## src/rtl/button_pkg.sv

```systemverilog
// Shared types and default timing constants for the push-button event path.
package button_pkg;

  // Press tracking states used by press_event_controller.
  typedef enum logic [1:0] {
    IDLE  = 2'd0,
    PRESS = 2'd1,
    LONG  = 2'd2
  } press_state_t;

  // Defaults for a 100 MHz clock: 1.5 s long-press threshold, 0.25 s repeat.
  localparam int DEFAULT_CNT_W         = 28;
  localparam int DEFAULT_LONG_CYCLES   = 150_000_000;
  localparam int DEFAULT_REPEAT_CYCLES = 25_000_000;

endpackage : button_pkg

```

## src/rtl/press_repeat_timer.sv

```systemverilog
// Free-running period counter that emits a one-cycle tick every PERIOD
// enabled cycles; clear restarts the count from zero.
module press_repeat_timer #(
  parameter int PERIOD = 4
) (
  input  logic clk,
  input  logic reset,
  input  logic i_clear,
  input  logic i_enable,
  output logic o_tick
);

  // Counter holds 0..PERIOD-1; the tick fires on the cycle it would reach PERIOD.
  localparam int             CW   = (PERIOD < 1) ? 1 : $clog2(PERIOD + 1);
  localparam logic [CW-1:0]  LAST = CW'(PERIOD - 1);

  logic [CW-1:0] r_cnt;
  logic          r_tick;

  // Count enabled cycles and pulse the tick at the end of each period.
  always_ff @(posedge clk) begin
    // NOTE: sequential state uses non-blocking assignments so every flop
    // samples pre-edge values regardless of statement order.
    if (reset || i_clear) begin
      r_cnt  <= '0;
      r_tick <= 1'b0;
    end else if (i_enable) begin
      if (r_cnt == LAST) begin
        r_cnt  <= '0;
        r_tick <= 1'b1;
      end else begin
        r_cnt  <= r_cnt + CW'(1);
        r_tick <= 1'b0;
      end
    end else begin
      r_tick <= 1'b0;
    end
  end

  assign o_tick = r_tick;

endmodule : press_repeat_timer

```

## src/rtl/press_event_controller.sv

```systemverilog
// Turns a debounced button level into press/short/long/repeat/release pulses
// and a saturating hold count for the counter state machine.
module press_event_controller
  import button_pkg::*;
#(
  parameter int CNT_W         = DEFAULT_CNT_W,
  parameter int LONG_CYCLES   = DEFAULT_LONG_CYCLES,
  parameter int REPEAT_CYCLES = DEFAULT_REPEAT_CYCLES
) (
  input  logic             clk,
  input  logic             reset,
  input  logic             en,
  input  logic             btn_i,
  output logic             press_evt,
  output logic             short_evt,
  output logic             long_evt,
  output logic             repeat_evt,
  output logic             release_evt,
  output logic [CNT_W-1:0] hold_count,
  output logic             long_active
);

  localparam logic [CNT_W-1:0] LONG_VAL = CNT_W'(LONG_CYCLES);
  localparam logic [CNT_W-1:0] HOLD_MAX = '1;

  press_state_t     r_state;
  press_state_t     w_next_state;
  logic             r_btn_q;
  logic             r_seen_low;
  logic [CNT_W-1:0] r_hold_count;
  logic [CNT_W-1:0] w_next_hold;
  logic             r_press_evt;
  logic             r_short_evt;
  logic             r_long_evt;
  logic             r_release_evt;
  logic             r_long_active;
  logic             w_press;
  logic             w_short;
  logic             w_long;
  logic             w_release;
  logic             w_rep_clear;
  logic             w_rep_enable;
  logic             w_repeat_tick;

  // State, hold count, sampled button and registered event outputs.
  always_ff @(posedge clk) begin
    if (reset) begin
      r_state       <= IDLE;
      r_btn_q       <= 1'b0;
      r_seen_low    <= 1'b0;
      r_hold_count  <= '0;
      r_press_evt   <= 1'b0;
      r_short_evt   <= 1'b0;
      r_long_evt    <= 1'b0;
      r_release_evt <= 1'b0;
      r_long_active <= 1'b0;
    end else begin
      r_state       <= w_next_state;
      r_btn_q       <= btn_i;
      // btn_q reads 0 after reset without a real sample behind it; a level
      // held through reset must not look like a rising edge.
      r_seen_low    <= r_seen_low | ~btn_i;
      r_hold_count  <= w_next_hold;
      r_press_evt   <= w_press;
      r_short_evt   <= w_short;
      r_long_evt    <= w_long;
      r_release_evt <= w_release;
      r_long_active <= (w_next_state == LONG);
    end
  end

  // Next-state, next hold count and event decode.
  always_comb begin
    // NOTE: every output of this block gets a default first so no path can
    // leave one unassigned and infer a latch.
    w_next_state = r_state;
    w_next_hold  = r_hold_count;
    w_press      = 1'b0;
    w_short      = 1'b0;
    w_long       = 1'b0;
    w_release    = 1'b0;

    if (!en) begin
      // Abort silently: no release for a press that was cut off.
      w_next_state = IDLE;
      w_next_hold  = '0;
    end else begin
      unique case (r_state)
        IDLE: begin
          w_next_hold = '0;
          if (btn_i && !r_btn_q && r_seen_low) begin
            w_next_state = PRESS;
            w_next_hold  = CNT_W'(1);
            w_press      = 1'b1;
          end
        end
        PRESS: begin
          if (btn_i) begin
            w_next_hold = r_hold_count + CNT_W'(1);
            if (w_next_hold == LONG_VAL) begin
              w_next_state = LONG;
              w_long       = 1'b1;
            end
          end else begin
            w_next_state = IDLE;
            w_next_hold  = '0;
            w_short      = 1'b1;
            w_release    = 1'b1;
          end
        end
        LONG: begin
          if (btn_i) begin
            if (r_hold_count != HOLD_MAX) begin
              w_next_hold = r_hold_count + CNT_W'(1);
            end
          end else begin
            w_next_state = IDLE;
            w_next_hold  = '0;
            w_release    = 1'b1;
          end
        end
        default: begin
          w_next_state = IDLE;
          w_next_hold  = '0;
        end
      endcase
    end
  end

  // Repeat timer runs only while long-held; it restarts on every entry to LONG.
  assign w_rep_clear  = !en || (r_state != LONG);
  assign w_rep_enable = (r_state == LONG) && btn_i;

  press_repeat_timer #(
    .PERIOD (REPEAT_CYCLES)
  ) u_repeat_timer (
    .clk      (clk),
    .reset    (reset),
    .i_clear  (w_rep_clear),
    .i_enable (w_rep_enable),
    .o_tick   (w_repeat_tick)
  );

  assign press_evt   = r_press_evt;
  assign short_evt   = r_short_evt;
  assign long_evt    = r_long_evt;
  assign repeat_evt  = w_repeat_tick;
  assign release_evt = r_release_evt;
  assign hold_count  = r_hold_count;
  assign long_active = r_long_active;

endmodule : press_event_controller
```

## config.mk

```make
export PLATFORM = sky130hd
export DESIGN_NAME = press_event_controller
export DESIGN_NICKNAME = d
export VERILOG_FILES = /design/src/rtl/button_pkg.sv /design/src/rtl/press_repeat_timer.sv /design/src/rtl/press_event_controller.sv
export SDC_FILE = /design/constraint.sdc
export NUM_CORES = 1
export LEC_CHECK = 0
export CAP_MARGIN = 20
export CORE_MARGIN = 2
export CORE_UTILIZATION = 55
export DETAILED_ROUTE_END_ITERATION = 10
export PLACE_DENSITY = 0.79
export SLEW_MARGIN = 20
export SYNTH_ARGS = -nofsm -noshare
export SYNTH_HDL_FRONTEND = slang
export SYNTH_SLANG_ARGS = --single-unit
```

## constraint.sdc

```tcl
create_clock -name clk -period 3.7 [get_ports clk]
set_input_delay 0.37 -clock clk [delete_from_list [all_inputs] [get_ports clk]]
set_output_delay 0.37 -clock clk [all_outputs]
set_load 0.05 [all_outputs]
```

==> metrics.md, run 1 <==
| Metric | Value |
|---|---|
| Status | finished, final reports clean |
| Synth Warn # | 0 |
| Unrepaired setup endpoints after global routing | no |
| Worst Tran Pin Value | 0.778 ns |
| Net load switching power | 315 uW |
| Pin count of the biggest net entering global routing | 34 |
| Required @ worst endpoint | 3.96 ns |
| Worst R2R Setup Slack | 0.37 ns |
| Detailed placement HPWL | 5360 microns |
| Worst rel slew slack | 0.479 |
| Hold Crit Start | r_seen_low |
| Critical path startpoint category | flop |
| Most common cell after layout, fill and taps aside | dfxtp_1 |
| Primary FF master, synth | dfxtp_1 |
| GR peak layer | met2 |
| Power share of the clock group | 0.441 |
| Fill cells | 529 |
| CTS tree | built |
| Logic pwr share | 0.022 |
| Crit path largest cell delay | 0.55 ns |
| Async S/R FF share, synth | 0 |
| First-pass GRT wire length | 12700 microns |
| Root buffer cell | clkbuf_8 |
| Internal power | 953 uW |
| Port Buf Inserts | 37 |
| Post-CTS setup buffer count | 0 |
| Most frequent cells in the layout | dfxtp_1 (63), nand2_1 (52), nor2_1 (40), clkdlybuf4s50_1 (37), a21oi_1 (34) |
| Routed Wire Length | 7820 microns |
| Worst-path fanout max | 9 |
| All-Layer GR Usage | 0.246 |
| Compound-Gate Fraction of Synth Area | 0.112 |
| Final setup viols | 0 |
| Post-route insts no fill | 526 |
| Crit path time final | 3.33 ns |
| Core area | 0.00596 sq mm |
| Post_cts resized | 0 |
| Mean number of vias per cell | 5.92 |
| Die footprint | 0.00682 sq mm |
| Synth Area in Adders | 0.0258 |
| CP Data Arrival Time | 3.59 ns |
| Number of synthesized flops with an enable pin | 0 |
| Fin. max-slew vios | 0 |
| Synth area leader | dfxtp_1 |
| Cell Area, Placed | 0.00380 sq mm |
| PwrDens | 319 mW/mm^2 |
| Area grow syn2layout | 17.2% |
| Min Hold Slack | 0.474 ns |
| Grt met3 use | 0.0652 |
| Syn Nets | 424 |
| Max IR drop VDD | 0.000232 V |
| Final hold vios | 0 |
| Post-Layout Inst Area | 0.00398 sq mm |
| Mean Syn Cell Area | 8.22 sq um |
| Grt ovf | 0 |
| Antenna Nets Post-Route | 0 |
| Height of the die | 82.6 microns |
| FMAX | 300 MHz |
| Antenna violations before repair | 0 |
| Crit. End Element | flop |
| Cells after Synth | 413 |
| Grt met1 use | 0.325 |
| Starting Density | 0.570 |
| DR iter-0 viols | 364 |
| Top cells by area, synth | dfxtp_1 (37%), xnor2_1 (7.7%), nand2_1 (5.8%) |
| Simple-Gate Fraction of Synth Area | 0.312 |
| DR vias | 3112 |
| Antenna cells | 0 |
| IO Count | 38 |
| Crit path kind | reg2reg |
| Clk buf depth | 2 |
| Reg clk slew, reported paths | 0.08 ns |
| Post-layout worst setup margin | 0.370 ns |
| Reg power frac | 0.537 |
| Post-synthesis sequential area ratio | 0.372 |
| Setup Total Neg Slack | 0 ns |
| Inst Count DP | 510 |
| Setup WS pre-CTS | 0.400 ns |
| Synthesized cell area | 0.00339 sq mm |
| Met2 usage | 0.388 |
| Layout cell share with drive strength beyond 1 | 0.0710 |
| Total CTS buffers | 9 |
| Synth cell types | 50 |
| Nets | 457 |
| RR Startpoint | hold_count[0] |
| Critical-path top delay cell | or4_4 |
| Worst Setup SP | hold_count[0] |
| DRC | 0 |
| Rows | 28 |
| Leakage | 0.00125 uW |
| Sw frac | 0.249 |
| Mux cell area share after synthesis | 0.00921 |
| Vias in the first global route | 2715 |
| Hold-fix buffers, CTS | 0 |
| Fin crit share | 0.900 |
| Final worst clock skew | 0.0116 ns |
| TritonRoute pass-1 iters | 6 |
| Yosys reg bits | 63 |
| Worst path cell trace | ha_1, nand3_1, or4_4, xor2_1, a2111o_1, or4_4, or3_1, and3_1 |
| Clock sink count | 63 |
| CTS HTree Levels | 3 |
| Synth top area share | 0.372 |
| Most Frequent Cell on Critical Path | or4_4 |
| Die X | 82.6 microns |
| Main combinational cell family by area after synthesis | simple AND/OR/NAND/NOR gates |
| Worst skew pair latency | 0.36 ns |
| Xor/xnor share of the synthesized area | 0.126 |
| WL/cell | 14.9 microns |
| Worst hold path type | reg2reg |
| Placer Congestion | 0.874 |
| Maximum Capacitance Violations | 0 |
==> worst paths after layout <==
check,to,cells past startpoint
worst max-delay path,r_state[0],8
worst min-delay path,r_seen_low,2
worst max register to register,r_state[0],8
worst min register to register,r_seen_low,2
==> metal layers <==
metal	vias to the layer above	wire length [microns]
met2	108	3570
met3	13	495
met4	0	131
li1	1525	-
met5	-	0
met1	1466	3620
==> critical path, delay by kind of cell (launching register included) <==
family | cells | cell delay, ns
xor gates and xnor gates | 1 | 0.16
AOI/OAI and AO/OA | 1 | 0.38
and+or+nand+nor | 5 | 1.87
DFF | 1 | 0.49
adders and majority gates | 1 | 0.33
==> cell usage after synthesis, types with 4 or more instances <==
cell       n
nor2_1    40
and3_1     8
o21ai_0    8
ha_1       7
dfxtp_1   63
a21oi_1   34
and4_1     7
nand3_1   20
o22ai_1    5
buf_2      4
xor2_1    19
nor4_1     6
inv_1      8
xnor2_1   30
nand2b_1   6
nor3_1     7
nand2_1   52
nand4_1   18
clkbuf_1  13
or4_1      4
or3_1      5
nor2b_1    5
==> registers in the layout, summed over array words and instances (netlist names) <==
register and flops:
r_seen_low 1, short_evt 1, r_btn_q 1, long_active 1, press_evt 1, u_repeat_timer.r_cnt 25
release_evt 1, r_state 2, long_evt 1, u_repeat_timer.o_tick 1, hold_count 28
==> per-stage QoR <==
stage | power [uW] | utilization
after floorplan | 713 | -
after global placement | 724 | 0.637
after detailed placement | 724 | 0.637
after CTS | 1280 | 0.668
after global routing | 1310 | 0.668
final | 1270 | 0.668
==> power groups by stage <==
stage | logic (uW) | clock network, uW | registers [uW]
2_1_floorplan | 14.7 | 0 | 699
3_3_place_gp | 26.7 | 0 | 697
3_5_place_dp | 27.3 | 0 | 697
4_1_cts | 27.3 | 567 | 681
5_1_grt | 29.3 | 597 | 681
6_report | 27.6 | 559 | 681
==> logic make-up after synthesis <==
| family | Yosys count |
|---|---|
| AND/OR/NAND/NOR | 197 |
| XOR/XNOR | 49 |
| buffers and inverters | 30 |
| adder cells (fa/ha/maj) | 7 |
| flip-flops | 63 |
| AO/OA/AOI/OAI | 64 |
| multiplexers | 3 |
==> area by class of cell <==
type                            count  area [sq um]  share of cell area
Tap cell                           75          93.8              0.0236
Clock inverter                      6          45.0              0.0113
Clock buffer                       10           138              0.0346
Multi-Input combinational cell    320          1990               0.500
Timing Repair Buffer               44           423               0.106
Sequential cell                    63          1260               0.317
Inverter                            8          30.0             0.00755
Power figures use the tool's default switching activity.
==> run 2: changes to the inputs <==
--- a/config.mk
+++ b/config.mk
@@ -7,9 +7,9 @@
 export LEC_CHECK = 0
 export CAP_MARGIN = 20
 export CORE_MARGIN = 2
-export CORE_UTILIZATION = 55
+export CORE_UTILIZATION = 56
 export DETAILED_ROUTE_END_ITERATION = 10
-export PLACE_DENSITY = 0.79
+export PLACE_DENSITY = 0.8
 export SLEW_MARGIN = 20
 export SYNTH_ARGS = -nofsm -noshare
 export SYNTH_HDL_FRONTEND = slang
==> run 2 against run 1 <==
- sequential cell count is the same
- cell area grew 0.16%
- critical endpoint unchanged
- global-route usage shrank 0.098 points
- final cell count shrank 0.19%
- highest routed layer unchanged
- die area shrank 1.7%
- first-iteration DRC count shrank 41%
- total power grew 2.6%
==> metrics.md, run 2 (synthesized netlist as in run 1, its figures left out) <==
| Metric | Value |
|---|---|
| IO Count | 38 |
| Port Buf Inserts | 37 |
| Crit path time final | 3.30 ns |
| Grt ovf | 0 |
| RR Startpoint | hold_count[0] |
| Area of the multi-input gates | 0.00199 sq mm |
| Starting Density | 0.577 |
| Layout cell share with drive strength beyond 1 | 0.0689 |
| Final worst clock skew | 0.0111 ns |
| CTS HTree Levels | 3 |
| TritonRoute pass-1 iters | 5 |
| Sw frac | 0.231 |
| Final core occ | 0.677 |
| DRC | 0 |
| Unrepaired setup endpoints after global routing | no |
| Worst R2R Setup Slack | 0.40 ns |
| Worst Tran Pin Value | 0.915 ns |
| Worst hold path type | reg2reg |
| Detailed placement HPWL | 5350 microns |
| Final setup viols | 0 |
| Max IR drop VDD | 0.000256 V |
| Routed Wire Length | 7680 microns |
| Worst rel slew slack | 0.388 |
| Fin crit share | 0.891 |
| All-Layer GR Usage | 0.245 |
| Hold-fix buffers, CTS | 0 |
| Total power | 1300 uW |
| Nets | 456 |
| CP Data Arrival Time | 3.53 ns |
| Internal power | 1000 uW |
| CTS tree | built |
| Antenna violations before repair | 0 |
| Number of flip-flops in the largest register | 28 |
| Total CTS buffers | 9 |
| DR vias | 3099 |
| Fin. max-slew vios | 0 |
| DR iter-0 viols | 213 |
| Status | finished, final reports clean |
| Critical path startpoint category | flop |
| Most frequent cells in the layout | dfxtp_1 (63), nand2_1 (52), nor2_1 (40), clkdlybuf4s50_1 (37), a21oi_1 (34) |
| Final hold vios | 0 |
| Rows | 28 |
| Worst skew pair latency | 0.35 ns |
| Reg power frac | 0.524 |
| Maximum Capacitance Violations | 0 |
| WL/cell | 14.6 microns |
| First-pass GRT wire length | 12800 microns |
| Hold Crit Start | r_seen_low |
| R2r endpoint | r_state[0] |
| Area grow syn2layout | 17.4% |
| Core area | 0.00589 sq mm |
| FMAX | 303 MHz |
| Power share of the clock group | 0.455 |
| Hold path cells | 2 |
| Clk buf depth | 2 |
| Mean number of vias per cell | 5.90 |
| Pin count of the biggest net entering global routing | 34 |
| Clock sink count | 63 |
| Hold EP | r_seen_low |
| Post_cts resized | 0 |
| Worst reg2reg path depth | 8 |
| Crit. End Element | flop |
| Required @ worst endpoint | 3.94 ns |
| Net load switching power | 300 uW |
| Worst-path fanout max | 9 |
| Leakage | 0.00126 uW |
| Placer Congestion | 0.917 |
| Logic pwr share | 0.021 |
| Height of the die | 81.9 microns |
| Most common cell after layout, fill and taps aside | dfxtp_1 |
| Antenna Nets Post-Route | 0 |
| Die footprint | 0.00670 sq mm |
| Register area | 0.00126 sq mm |
| Crit path kind | reg2reg |
| Vias in the first global route | 2721 |
| Post-CTS setup buffer count | 0 |
| Root buffer cell | clkbuf_8 |
| Fill cells | 491 |
| Antenna cells | 0 |
| PwrDens | 327 mW/mm^2 |
| Die X | 81.9 microns |
| Setup Total Neg Slack | 0 ns |
| Reg clk slew, reported paths | 0.08 ns |
## run 2: cell types whose count changed in the layout (fill, tap and decap cells not counted)
cell / before / now
buf_4: 7 / 6
bufinv_16: 0 / 1
clkbuf_8: 10 / 9
clkinv_2: 1 / 2
clkinvlp_4: 3 / 2
## run 2: critical path, cell delays in order (launching register included)
cell and delay [ns]:
dfxtp_1 0.48, ha_1 0.32, nand3_1 0.24, or4_4 0.49, xor2_1 0.16, a2111o_1 0.37, or4_4 0.53, or3_1 0.40
and3_1 0.19
## run 2: how the worst max path moves through the flow
stage	end	slack, ns	cells after the start	start
after global placement	r_state[0]	0.54	8	hold_count[0]
after CTS	r_state[0]	0.42	8	hold_count[0]
after detailed placement	r_state[0]	0.47	8	hold_count[0]
final	r_state[0]	0.40	8	hold_count[0]
after global routing	r_state[0]	0.27	8	hold_count[1]
after floorplan	r_state[0]	0.29	8	hold_count[0]
## run 2: power by group through the flow
| stage | clock network, uW | registers [uW] | logic, uW |
|---|---|---|---|
| final | 592 | 682 | 27.3 |
| after global routing | 627 | 682 | 29.9 |
| after CTS | 605 | 682 | 27.0 |
| after detailed placement | 0 | 697 | 27.0 |
| after global placement | 0 | 697 | 26.7 |
| after floorplan | 0 | 699 | 14.7 |
## run 2: layout make-up
class / count / share of cell area
Inverter: 8 / 0.00754
Clock inverter: 7 / 0.0182
Clock buffer: 9 / 0.0311
Sequential cell: 63 / 0.316
Tap cell: 75 / 0.0235
Timing Repair Buffer: 43 / 0.104
Multi-Input combinational cell: 320 / 0.499
## run 2: metrics by stage
stage | cells | worst slack, ns | hold WS, ns | instance area, sq um
2_1_floorplan | 413 | 0.292 | 0.437 | 3390
3_3_place_gp | 509 | 0.536 | 0.461 | 3790
3_5_place_dp | 509 | 0.466 | 0.478 | 3790
4_1_cts | 525 | 0.424 | 0.487 | 3990
5_1_grt | 525 | 0.271 | 0.520 | 3990
6_report | 525 | 0.404 | 0.487 | 3990
## run 2: metal layers
metal  global-route usage  routed length (microns)
met5                    0                        0
met4                0.105                      131
met2                0.375                     3490
met3               0.0385                      414
met1                0.341                     3640
